**config.mk**
```make
export PLATFORM = sky130hd
export DESIGN_NAME = full_adder_seq
export DESIGN_NICKNAME = d
export VERILOG_FILES = /design/src/rtl/full_adder_seq.sv
export SDC_FILE = /design/constraint.sdc
export NUM_CORES = 1
export LEC_CHECK = 0
export ABC_AREA = 1
export CAP_MARGIN = 5
export CORE_UTILIZATION = 55
export DETAILED_ROUTE_END_ITERATION = 8
export MAX_ROUTING_LAYER = met4
export PLACE_DENSITY = 0.75
export SYNTH_ARGS = -nofsm -noshare
export SYNTH_HDL_FRONTEND = slang
export SYNTH_SLANG_ARGS = --single-unit
```
**constraint.sdc**
```tcl
create_clock -name clk -period 4.8 [get_ports clk]
set_clock_uncertainty 0.1 [all_clocks]
set_input_delay 0.72 -clock clk [delete_from_list [all_inputs] [get_ports clk]]
set_output_delay 0.72 -clock clk [all_outputs]
set_load 0.01 [all_outputs]
```
**src/rtl/full_adder_seq.sv**
```systemverilog
`default_nettype none
// ============================================================================
// Module   : full_adder_seq
// Desc     : Bit-serial adder that drives an external asynchronous dual-rail
//            full-adder cell using a four-phase or two-phase handshake.
// Revision : 1.0 - initial release
// ============================================================================
module full_adder_seq #(
    parameter int WIDTH   = 8,
    parameter     ENC     = "FP",
    parameter int EN_CYC  = 2,
    parameter int TIMEOUT = 64
) (
    input  logic             clk,
    input  logic             rst_n,
    input  logic             in_valid,
    output logic             in_ready,
    input  logic [WIDTH-1:0] op_a,
    input  logic [WIDTH-1:0] op_b,
    input  logic             c_in,
    output logic             out_valid,
    input  logic             out_ready,
    output logic [WIDTH-1:0] sum,
    output logic             c_out,
    output logic             err,
    output logic             fa_rst,
    output logic             fa_en,
    output logic [1:0]       fa_a,
    output logic [1:0]       fa_b,
    output logic [1:0]       fa_cin,
    input  logic [1:0]       fa_s,
    input  logic [1:0]       fa_cout
);

    localparam bit c_is_tp = (ENC == "TP");

    generate
        if (ENC != "FP" && ENC != "TP") begin : g_bad_enc
            $error("full_adder_seq: ENC must be FP or TP");
        end
    endgenerate

    typedef enum logic [2:0] {
        IDLE  = 3'd0,
        DRIVE = 3'd1,
        EN_HI = 3'd2,
        WAIT  = 3'd3,
        RTZ   = 3'd4,
        DONE  = 3'd5
    } state_t;

    state_t           r_state;
    logic             r_in_ready, r_out_valid, r_c_out, r_err;
    logic             r_fa_rst, r_fa_en, r_carry;
    logic [WIDTH-1:0] r_a, r_b, r_mask, r_sum;
    logic [1:0]       r_fa_a, r_fa_b, r_fa_cin;
    logic [1:0]       r_s_meta, r_s_sync, r_c_meta, r_c_sync;
    logic [1:0]       r_last_s, r_last_c;
    logic [31:0]      r_en_cnt, r_tmr;

    // FP sends the codeword itself; TP toggles the rail selected by the value.
    function automatic logic [1:0] f_rail(input logic [1:0] cur, input logic v);
        logic [1:0] w_code;
        w_code = v ? 2'b10 : 2'b01;
        return c_is_tp ? (cur ^ w_code) : w_code;
    endfunction

    logic [1:0]       w_s_code, w_c_code;
    logic             w_valid, w_illegal, w_rtz_done, w_tmo, w_last, w_abort;
    logic             w_next_carry;
    logic [WIDTH-1:0] w_a_nxt, w_b_nxt;

    assign w_s_code     = c_is_tp ? (r_s_sync ^ r_last_s) : r_s_sync;
    assign w_c_code     = c_is_tp ? (r_c_sync ^ r_last_c) : r_c_sync;
    assign w_valid      = (w_s_code == 2'b01 || w_s_code == 2'b10) &&
                          (w_c_code == 2'b01 || w_c_code == 2'b10);
    assign w_illegal    = !c_is_tp && (r_s_sync == 2'b11 || r_c_sync == 2'b11);
    assign w_rtz_done   = (r_s_sync == 2'b00) && (r_c_sync == 2'b00);
    assign w_tmo        = (r_tmr == 32'(TIMEOUT - 1));
    assign w_last       = r_mask[WIDTH-1];
    assign w_next_carry = (r_state == WAIT) ? w_code_carry() : r_carry;
    assign w_a_nxt      = r_a >> 1;
    assign w_b_nxt      = r_b >> 1;

    function automatic logic w_code_carry();
        return w_c_code[1];
    endfunction

    assign w_abort = ((r_state == WAIT) && (w_illegal || (!w_valid && w_tmo))) ||
                     ((r_state == RTZ)  && (w_illegal || (!w_rtz_done && w_tmo)));

    always_ff @(posedge clk) begin
        if (!rst_n) begin
            r_state     <= IDLE;
            r_in_ready  <= 1'b0;
            r_out_valid <= 1'b0;
            r_sum       <= '0;
            r_c_out     <= 1'b0;
            r_err       <= 1'b0;
            r_fa_rst    <= 1'b1;
            r_fa_en     <= 1'b0;
            r_fa_a      <= 2'b00;
            r_fa_b      <= 2'b00;
            r_fa_cin    <= 2'b00;
            r_s_meta    <= 2'b00;
            r_s_sync    <= 2'b00;
            r_c_meta    <= 2'b00;
            r_c_sync    <= 2'b00;
            r_last_s    <= 2'b00;
            r_last_c    <= 2'b00;
            r_a         <= '0;
            r_b         <= '0;
            r_mask      <= '0;
            r_carry     <= 1'b0;
            r_en_cnt    <= '0;
            r_tmr       <= '0;
        end else begin
            r_s_meta <= fa_s;
            r_s_sync <= r_s_meta;
            r_c_meta <= fa_cout;
            r_c_sync <= r_c_meta;
            r_fa_rst <= 1'b0;

            if (w_abort) begin
                // Bits already written stay; the rest were cleared at accept.
                r_err       <= 1'b1;
                r_c_out     <= 1'b0;
                r_fa_rst    <= 1'b1;
                r_fa_a      <= 2'b00;
                r_fa_b      <= 2'b00;
                r_fa_cin    <= 2'b00;
                r_last_s    <= 2'b00;
                r_last_c    <= 2'b00;
                r_out_valid <= 1'b1;
                r_state     <= DONE;
            end else begin
                case (r_state)
                    IDLE: begin
                        if (!r_in_ready) begin
                            r_in_ready <= 1'b1;
                        end else if (in_valid) begin
                            r_in_ready <= 1'b0;
                            r_a        <= op_a;
                            r_b        <= op_b;
                            r_carry    <= c_in;
                            r_mask     <= WIDTH'(1);
                            r_sum      <= '0;
                            r_c_out    <= 1'b0;
                            r_err      <= 1'b0;
                            r_fa_a     <= f_rail(r_fa_a, op_a[0]);
                            r_fa_b     <= f_rail(r_fa_b, op_b[0]);
                            r_fa_cin   <= f_rail(r_fa_cin, c_in);
                            r_state    <= DRIVE;
                        end
                    end
                    DRIVE: begin
                        r_fa_en  <= 1'b1;
                        r_en_cnt <= '0;
                        r_state  <= EN_HI;
                    end
                    EN_HI: begin
                        if (r_en_cnt == 32'(EN_CYC - 1)) begin
                            r_fa_en <= 1'b0;
                            r_tmr   <= '0;
                            r_state <= WAIT;
                        end else begin
                            r_en_cnt <= r_en_cnt + 32'd1;
                        end
                    end
                    WAIT, RTZ: begin
                        r_tmr <= r_tmr + 32'd1;
                        if (r_state == WAIT && w_valid) begin
                            r_sum    <= r_sum | (w_s_code[1] ? r_mask : '0);
                            r_carry  <= w_c_code[1];
                            r_last_s <= r_s_sync;
                            r_last_c <= r_c_sync;
                            if (!c_is_tp) begin
                                r_fa_a   <= 2'b00;
                                r_fa_b   <= 2'b00;
                                r_fa_cin <= 2'b00;
                                r_state  <= RTZ;
                            end
                        end
                        if ((r_state == WAIT && w_valid && c_is_tp) ||
                            (r_state == RTZ && w_rtz_done)) begin
                            if (w_last) begin
                                r_c_out     <= w_next_carry;
                                r_out_valid <= 1'b1;
                                r_state     <= DONE;
                            end else begin
                                r_mask   <= r_mask << 1;
                                r_a      <= w_a_nxt;
                                r_b      <= w_b_nxt;
                                r_fa_a   <= f_rail(r_fa_a, w_a_nxt[0]);
                                r_fa_b   <= f_rail(r_fa_b, w_b_nxt[0]);
                                r_fa_cin <= f_rail(r_fa_cin, w_next_carry);
                                r_state  <= DRIVE;
                            end
                        end
                    end
                    DONE: begin
                        if (out_ready) begin
                            r_out_valid <= 1'b0;
                            r_in_ready  <= 1'b1;
                            r_state     <= IDLE;
                        end
                    end
                    default: r_state <= IDLE;
                endcase
            end
        end
    end

    assign in_ready  = r_in_ready;
    assign out_valid = r_out_valid;
    assign sum       = r_sum;
    assign c_out     = r_c_out;
    assign err       = r_err;
    assign fa_rst    = r_fa_rst;
    assign fa_en     = r_fa_en;
    assign fa_a      = r_fa_a;
    assign fa_b      = r_fa_b;
    assign fa_cin    = r_fa_cin;

endmodule
`default_nettype wire

```
-- Word-level counts from Yosys, hierarchy flattened
Cells that the tools add are included.
W data, S select, Z words.
- bits in registers: 120
- bits in latches: 0
- memory bits (writable): 0
- ROM bits: 0
- word-level logic and storage cells: 181
- memories: 0
- add/sub/neg operators: 2
- $mul: 0
- div/mod/pow operators: 0
- $lt $le $gt $ge: 0
- equal/unequal tests: 30
- shifts and indexed selects: 0
- mux-type cells: 81
- bitwise operators: 3
- reduce and logical (&&, ||, !) cells: 42
- operator list (operator ; number):
    $mux W8 ; 16
    $pmux W32 S2 ; 2
    $add A32 B1 Y32 const B ; 2
    $mux W32 ; 2
    $pmux W8 S2 ; 4
    $mux W2 ; 21
    $eq A32 B1 Y1 const B ; 1
    $eq A32 B6 Y1 const B ; 1
    $reduce_and A5 Y1 ; 5
    $mux W3 ; 8
    $ne A3 B3 Y1 const B ; 7
    $mux W1 ; 19
    $ne A2 B2 Y1 const B ; 9
    $reduce_and A3 Y1 ; 6
    $pmux W3 S5 ; 1
    $reduce_bool A2 Y1 ; 7
    $pmux W2 S2 ; 3
    $pmux W1 S2 ; 5
    $eq A2 B2 Y1 const B ; 4
    $logic_and A1 B1 Y1 ; 8
    $or A8 B8 Y8 ; 1
    $eq A3 B2 Y1 const B ; 2
    $eq A3 B3 Y1 const B ; 2
    $logic_or A1 B1 Y1 ; 6
    11 further kinds ; 16

-- Longest topological paths before layout
Gate-level depths: netlist of run 1.
- depth after elaboration: 10
- gate-level depth with buffers: 14
- mapped depth without buffers: 13

-- Least setup slack after synthesis of run 1
No wires, ideal clock.
- path type: register -> register
- start: reg r_s_sync[1]
- end: reg r_fa_a[0], in the netlist fa_a[0]
- setup time: 0.118 ns
- arrival: 1.726 ns
- path slack: 2.856 ns
- cell stages (with the launch flop): 13
- path buffers: 2
- clock period less this slack: 1.944 ns
- path through: dfxtp_1 clkbuf_1 inv_1 ha_1 nand4_1 inv_1 nand2_1 nand2_1 buf_4 o21ai_0 nand2_1 a22oi_1 nor2_1
- cells in the longest elaborated chain, start to end: 9
- elaborated cells on any way between the ends: 24
- ends and longest elaborated chain (what ; line ; source):
    start, declared ; 57 ; logic [1:0] r_s_meta, r_s_sync, r_c_meta, r_c_sync;
    start signal, assigned ; 119 ; r_s_sync <= r_s_meta;
    branches (longest 9 deep; another with $eq A2 B1 Y1) ; n/a ;
    end signal, assigned ; 150 ; r_fa_a <= f_rail(r_fa_a, op_a[0]);
    end signal, assigned ; 194 ; r_fa_a <= f_rail(r_fa_a, w_a_nxt[0]);
    end, declared ; 56 ; logic [1:0] r_fa_a, r_fa_b, r_fa_cin;
Parallel ways; which one is timed is not known.
A chain may end at the register's enable or synchronous reset.

-- Worst setup path after layout of run 1
- start: reg r_en_cnt[0]
- end: reg r_tmr[1]
- cells in the longest elaborated chain, start to end: 3
- ends and longest elaborated chain (what ; line ; source):
    start, declared ; 59 ; logic [31:0] r_en_cnt, r_tmr;
    start signal, assigned ; 167 ; r_en_cnt <= r_en_cnt + 32'd1;
    $eq A32 B1 Y1 ; 162 ; if (r_en_cnt == 32'(EN_CYC - 1)) begin
    $ne A2 B2 Y1 (no source line) ; n/a ;
    $reduce_and A3 Y1 (no source line) ; n/a ;
    end signal, assigned ; 171 ; r_tmr <= r_tmr + 32'd1;
    end, declared ; 59 ;
No other way between the ends.

==> flow_summary.toml, run 1 <==
[die]
fp.dieArea_sq_mm = 0.0128
rows = 40
start_util = 0.565
core_sq_mm = 0.0121
die_h_um = 113
ios = 45
die_w_um = 113

[synth]
synth_seq_cells = 118
synthCells = 1076
syn-num-nets = 1108
synth.avg_cell_area_sq_um = 6.33
synth_area_sq_mm = 0.00681
yosys_warnings = 0
synth_seq_area_share = 0.347
ys_types = 39

[power_and_ir_drop]
peakVddDrop_mv = 0.367
p_leak_uw = 0.00297
total_power_uw = 3260
power_density_mw_per_mm2 = 413

[worst_setup_path]
critPathLaunchType = "flip-flop"
required_ns = 5.01
cp.arrival_ns = 2.83
reg2reg_slack_ns = 2.17
cp_max_fo = 34
r2r_cells = 11
setup.worst_path.end_class = "flip-flop"
path_class = "flip-flop to flip-flop"

[sta]
fmax_mhz = 381
finalSetupViolCount = 0
timing.final.hold_violations = 0
slew_violations = 0
holdWs_ns = 0.315
fin_crit_sh = 0.547
fin_crit_ns = 2.63
tightest_slew_ns = 0.988
rsz0062_at_grt = "false"
fin_tns_setup_ns = 0
slew_headroom = 0.342

[job]
cap_violations = 0

[placement]
io_buffers = 44
gp_congestion = 0.953
hpwl_um = 11600
dp_cells = 1256

[detailed_routing]
wire_per_inst_um = 13.0
viasPerCell = 5.24
ant_nets = 0
first_iter_violations = 459
drc = 0
firstDrtPassIters = 8
vias = 6754
drt_wl_total_um = 16800

[clock_network]
clock_sinks = 118
clk_pin_slew_worst_paths_ns = 0.06
post_cts_buffers = 0
clk_latency_ns = 0.42
numCtsBuffers = 17
clock_path_buffers = 2
clock-root-buffer = "clkbuf_16"
cts.hold.buffers_added = 0
htreeDepth = 4
cts_tree = "yes"
cts-resized-gates = 0

[layout]
final_nets = 1139
fillers = 1119
final_cell_mix = "292 x nand2_1, 167 x nor2_1, 118 x dfxtp_1, 111 x inv_1, 84 x a21oi_1"
final_common_cell = "nand2_1"
multi_input_area_sq_mm = 0.00381
antenna_cells = 0
area_delta_synth_final_pct = 15.7
finalCoreUtilization = 0.654
stdcell_count = 1288
seqCellArea_sq_mm = 0.00236
drive_gt1_frac = 0.0616

[global_route]
grt_pass1_vias = 6015
grt_antenna_before_repair = 0
overflow = 0
grt_usage = 0.282
grt_max_degree = 61
grt_pass1_wl_um = 28200

[hold_path]
min_path_cells = 2
min_path_type = "flip-flop to flip-flop"

[run_status]
outcome = "finished clean"
[flip-flops by register name, summed over array words and instances, names as in the netlist, 3 cells and up]
register	count
r_a	7
r_tmr	32
r_mask	8
sum	8
r_en_cnt	32
r_b	7
r_state	3
[cells in the mapped netlist (all sizes together)]
library cell / instances / area [sq um]
nand2: 300 / 1160
nor2: 174 / 676
dfxtp: 118 / 2360
inv: 118 / 443
nand3: 86 / 453
a21oi: 84 / 420
o21ai: 34 / 170
nor3: 32 / 160
xor2: 22 / 193
buf: 19 / 139
nand4: 18 / 128
clkbuf: 16 / 60.1
nand3b: 13 / 97.6
or2: 8 / 50.1
ha: 7 / 87.6
o21bai: 7 / 52.6
xnor2: 6 / 52.6
nor3b: 5 / 37.5
a22oi: 2 / 15.0
a31oi: 2 / 18.8
and2: 1 / 6.26
nor4b: 1 / 8.76
o211ai: 1 / 7.51
o21a: 1 / 7.51
o31ai: 1 / 7.51
[path summary, 6_finish.rpt]
kind                       to        start
setup / recovery     r_tmr[1]  r_en_cnt[0]
hold / removal    r_s_sync[0]  r_s_meta[0]
setup reg to reg     r_tmr[1]  r_en_cnt[0]
hold reg to reg   r_s_sync[0]  r_s_meta[0]
[power breakdown]
part	internal [uW]	total, uW	switching, uW
Sequential	1090	1160	72.3
Combinational	248	808	560
Clock	797	1290	496
Total	2130	3260	1130
[critical path, stage by stage, from the launching register on]
cell,delay [ns]
dfxtp_1,0.43
ha_1,0.18
nand3_1,0.08
nor2_1,0.11
nand2_1,0.06
nor2_1,0.14
nor2_1,0.12
nor2_2,0.09
buf_4,0.35
nand3_4,0.40
o21ai_0,0.37
nor2_1,0.08
[metal layers]
layer	vias up	share of wire	global-route usage	wire length (um)
met5	-	0	-	0
met1	3028	0.46	0.363	7750
li1	3497	-	-	-
met4	0	0.013	0.0754	223
met3	21	0.067	0.0595	1120
met2	208	0.46	0.451	7680
[cells by family (layout without fill, tap and decap cells)]
family / count (synthesis) / after routing / share of synthesized area
AO/OA/AOI/OAI: 132 / 132 / 0.103
AND/OR/NAND/NOR: 638 / 638 / 0.408
XOR/XNOR: 28 / 28 / 0.0360
flip-flops: 118 / 118 / 0.347
adder cells (fa/ha/maj): 7 / 7 / 0.0129
buffers and inverters: 153 / 197 / 0.0942
[per-stage QoR]
step | instance area (sq um) | setup WS (ns)
after global placement | 7290 | 2.27
final | 7890 | 2.17
after CTS | 7890 | 2.20
after floorplan | 6810 | 2.86
after global routing | 7890 | 1.91
after detailed placement | 7290 | 2.23
[area by class of cell]
type / count / area share
repair buffers: 47 / 0.0587
clock buffers: 19 / 0.0574
inverters: 118 / 0.0562
well taps: 168 / 0.0267
flip-flops and latches: 118 / 0.300
multi-input cells: 805 / 0.483
clock inverters: 13 / 0.0184
(Power assumes the default switching activity.)
==> run 2: changes to the inputs <==
--- a/config.mk
+++ b/config.mk
@@ -7,10 +7,10 @@
 export LEC_CHECK = 0
 export ABC_AREA = 1
 export CAP_MARGIN = 5
-export CORE_UTILIZATION = 55
+export CORE_UTILIZATION = 54
 export DETAILED_ROUTE_END_ITERATION = 8
 export MAX_ROUTING_LAYER = met4
-export PLACE_DENSITY = 0.75
+export PLACE_DENSITY = 0.77
 export SYNTH_ARGS = -nofsm -noshare
 export SYNTH_HDL_FRONTEND = slang
 export SYNTH_SLANG_ARGS = --single-unit
==> constraint.sdc (replaced) <==
create_clock -name clk -period 2.2 [get_ports clk]
set_clock_uncertainty 0.1 [all_clocks]
set_input_delay 0.33 -clock clk [delete_from_list [all_inputs] [get_ports clk]]
set_output_delay 0.33 -clock clk [all_outputs]
set_load 0.01 [all_outputs]
==> run 2 against run 1 <==
  * Core utilization increased by 2.8 points
  * Clock-buffer cell count up 4
  * Wire length up 5.4%
  * Die area is 1.8% higher
  * Critical path depth shrank 1
  * Critical endpoint is now r_mask[4]
  * Largest cell class unchanged
==> flow_summary.toml, run 2 (synthesis results as in run 1) <==
[sta]
fin_crit_sh = 0.958
rsz0062_at_grt = "true"
finalSetupViolCount = 0
holdWs_ns = 0.310
slew_violations = 0
slew_headroom = 0.623
fin_crit_ns = 2.11
timing.final.hold_violations = 0
fmax_mhz = 475
tightest_slew_ns = 0.564
setup_ws_ns = 0.0929
fin_tns_setup_ns = 0

[clock_network]
clk_latency_ns = 0.42
numCtsBuffers = 17
clock_sinks = 118
clock-root-buffer = "clkbuf_16"
clock_path_buffers = 2
post_cts_buffers = 0
clk_pin_slew_worst_paths_ns = 0.05
htreeDepth = 4
cts.hold.buffers_added = 0
cts_tree = "yes"
cts-resized-gates = 0

[layout]
largest_registers = "r_en_cnt x32, r_tmr x32"
final_cell_mix = "291 x nand2_1, 167 x nor2_1, 117 x dfxtp_1, 111 x inv_1, 84 x a21oi_1"
antenna_cells = 0
area_delta_synth_final_pct = 21.7
final_common_cell = "nand2_1"
final_nets = 1181
drive_gt1_frac = 0.0956
finalCoreUtilization = 0.682

[hold_path]
hold_path_end = "r_c_sync[1]"
min_path_cells = 2
min_from = "r_c_meta[1]"
min_path_type = "flip-flop to flip-flop"

[worst_setup_path]
crit_start = "r_state[1]"
cp.arrival_ns = 2.32
reg2reg_slack_ns = 0.09
cp_max_fo = 10
setup.worst_path.end_class = "flip-flop"
critPathLaunchType = "flip-flop"
required_ns = 2.41
r2r_cells = 10
path_class = "flip-flop to flip-flop"
regToRegEndpoint = "r_mask[4]"
crit-reg2reg-launch = "r_state[1]"

[power_and_ir_drop]
peakVddDrop_mv = 0.642
p_sw_uw = 2460
switching_share = 0.330
p_int_uw = 4990
power_density_mw_per_mm2 = 898
p_seq_frac = 0.339
power_frac_comb = 0.282
p_leak_uw = 0.00321
total_power_uw = 7450
p_clk_frac = 0.379

[detailed_routing]
viasPerCell = 5.26
wire_per_inst_um = 13.3
drc = 0
vias = 6995
first_iter_violations = 514
drt_wl_total_um = 17700
ant_nets = 0
firstDrtPassIters = 5

[die]
die_w_um = 114
start_util = 0.560
core_sq_mm = 0.0122
fp.dieArea_sq_mm = 0.0131
rows = 40
die_h_um = 114
ios = 45

[placement]
pre_cts_slack_ns = -0.00863
io_buffers = 44
hpwl_um = 12100
gp_congestion = 0.941

[run_status]
outcome = "finished clean"

[global_route]
grt_pass1_vias = 6342
grt_max_degree = 54
overflow = 0
grt_antenna_before_repair = 0
grt_usage = 0.289
grt_pass1_wl_um = 29300

[job]
cap_violations = 0
[run 2: layout make-up]
type / count / area, sq um
multi-input combinational: 805 / 3840
inverter: 118 / 445
sequential: 118 / 2360
clock buffer: 23 / 478
tap: 168 / 210
fill: 1033 / 3870
clock inverter: 8 / 123
timing repair buffer: 89 / 837
[run 2: worst max-delay path by stage]
| stage | end |
|---|---|
| 2_1_floorplan | fa_a[0] |
| 3_3_place_gp | r_tmr[0] |
| 3_5_place_dp | sum[6] |
| 4_1_cts | r_tmr[14] |
| 5_1_grt | r_tmr[9] |
| 6_report | r_mask[4] |
[run 2: layer usage]
metal,global-route usage,share of wire,vias to the layer above
met1,0.375,0.46,3115
met5,-,0,-
met4,0.120,0.026,0
met2,0.448,0.45,250
met3,0.0482,0.060,43
li1,-,-,3587
[run 2: power by group through the flow]
stage                     logic [uW]  registers, uW  clock network [uW]
after floorplan                 1390           2550                   0
after global placement          1970           2550                   0
after detailed placement        1980           2550                   0
after CTS                       2010           2510                2840
after global routing            2330           2550                2940
final                           2100           2530                2820
[run 2: worst max-delay path: stages (launching register included)]
cell	delay, ns
dfxtp_1	0.34
nor2_1	0.22
nand2_1	0.13
nand2_2	0.24
inv_2	0.17
nand2_4	0.15
inv_1	0.12
nor2_2	0.27
nand3_1	0.13
nand2_1	0.08
nor2_1	0.04
[run 2: per-stage QoR]
stage	instance area (sq um)	instances
after floorplan	6810	1076
after global placement	7630	1297
after detailed placement	7630	1297
after CTS	8230	1328
after global routing	8290	1329
final	8290	1329
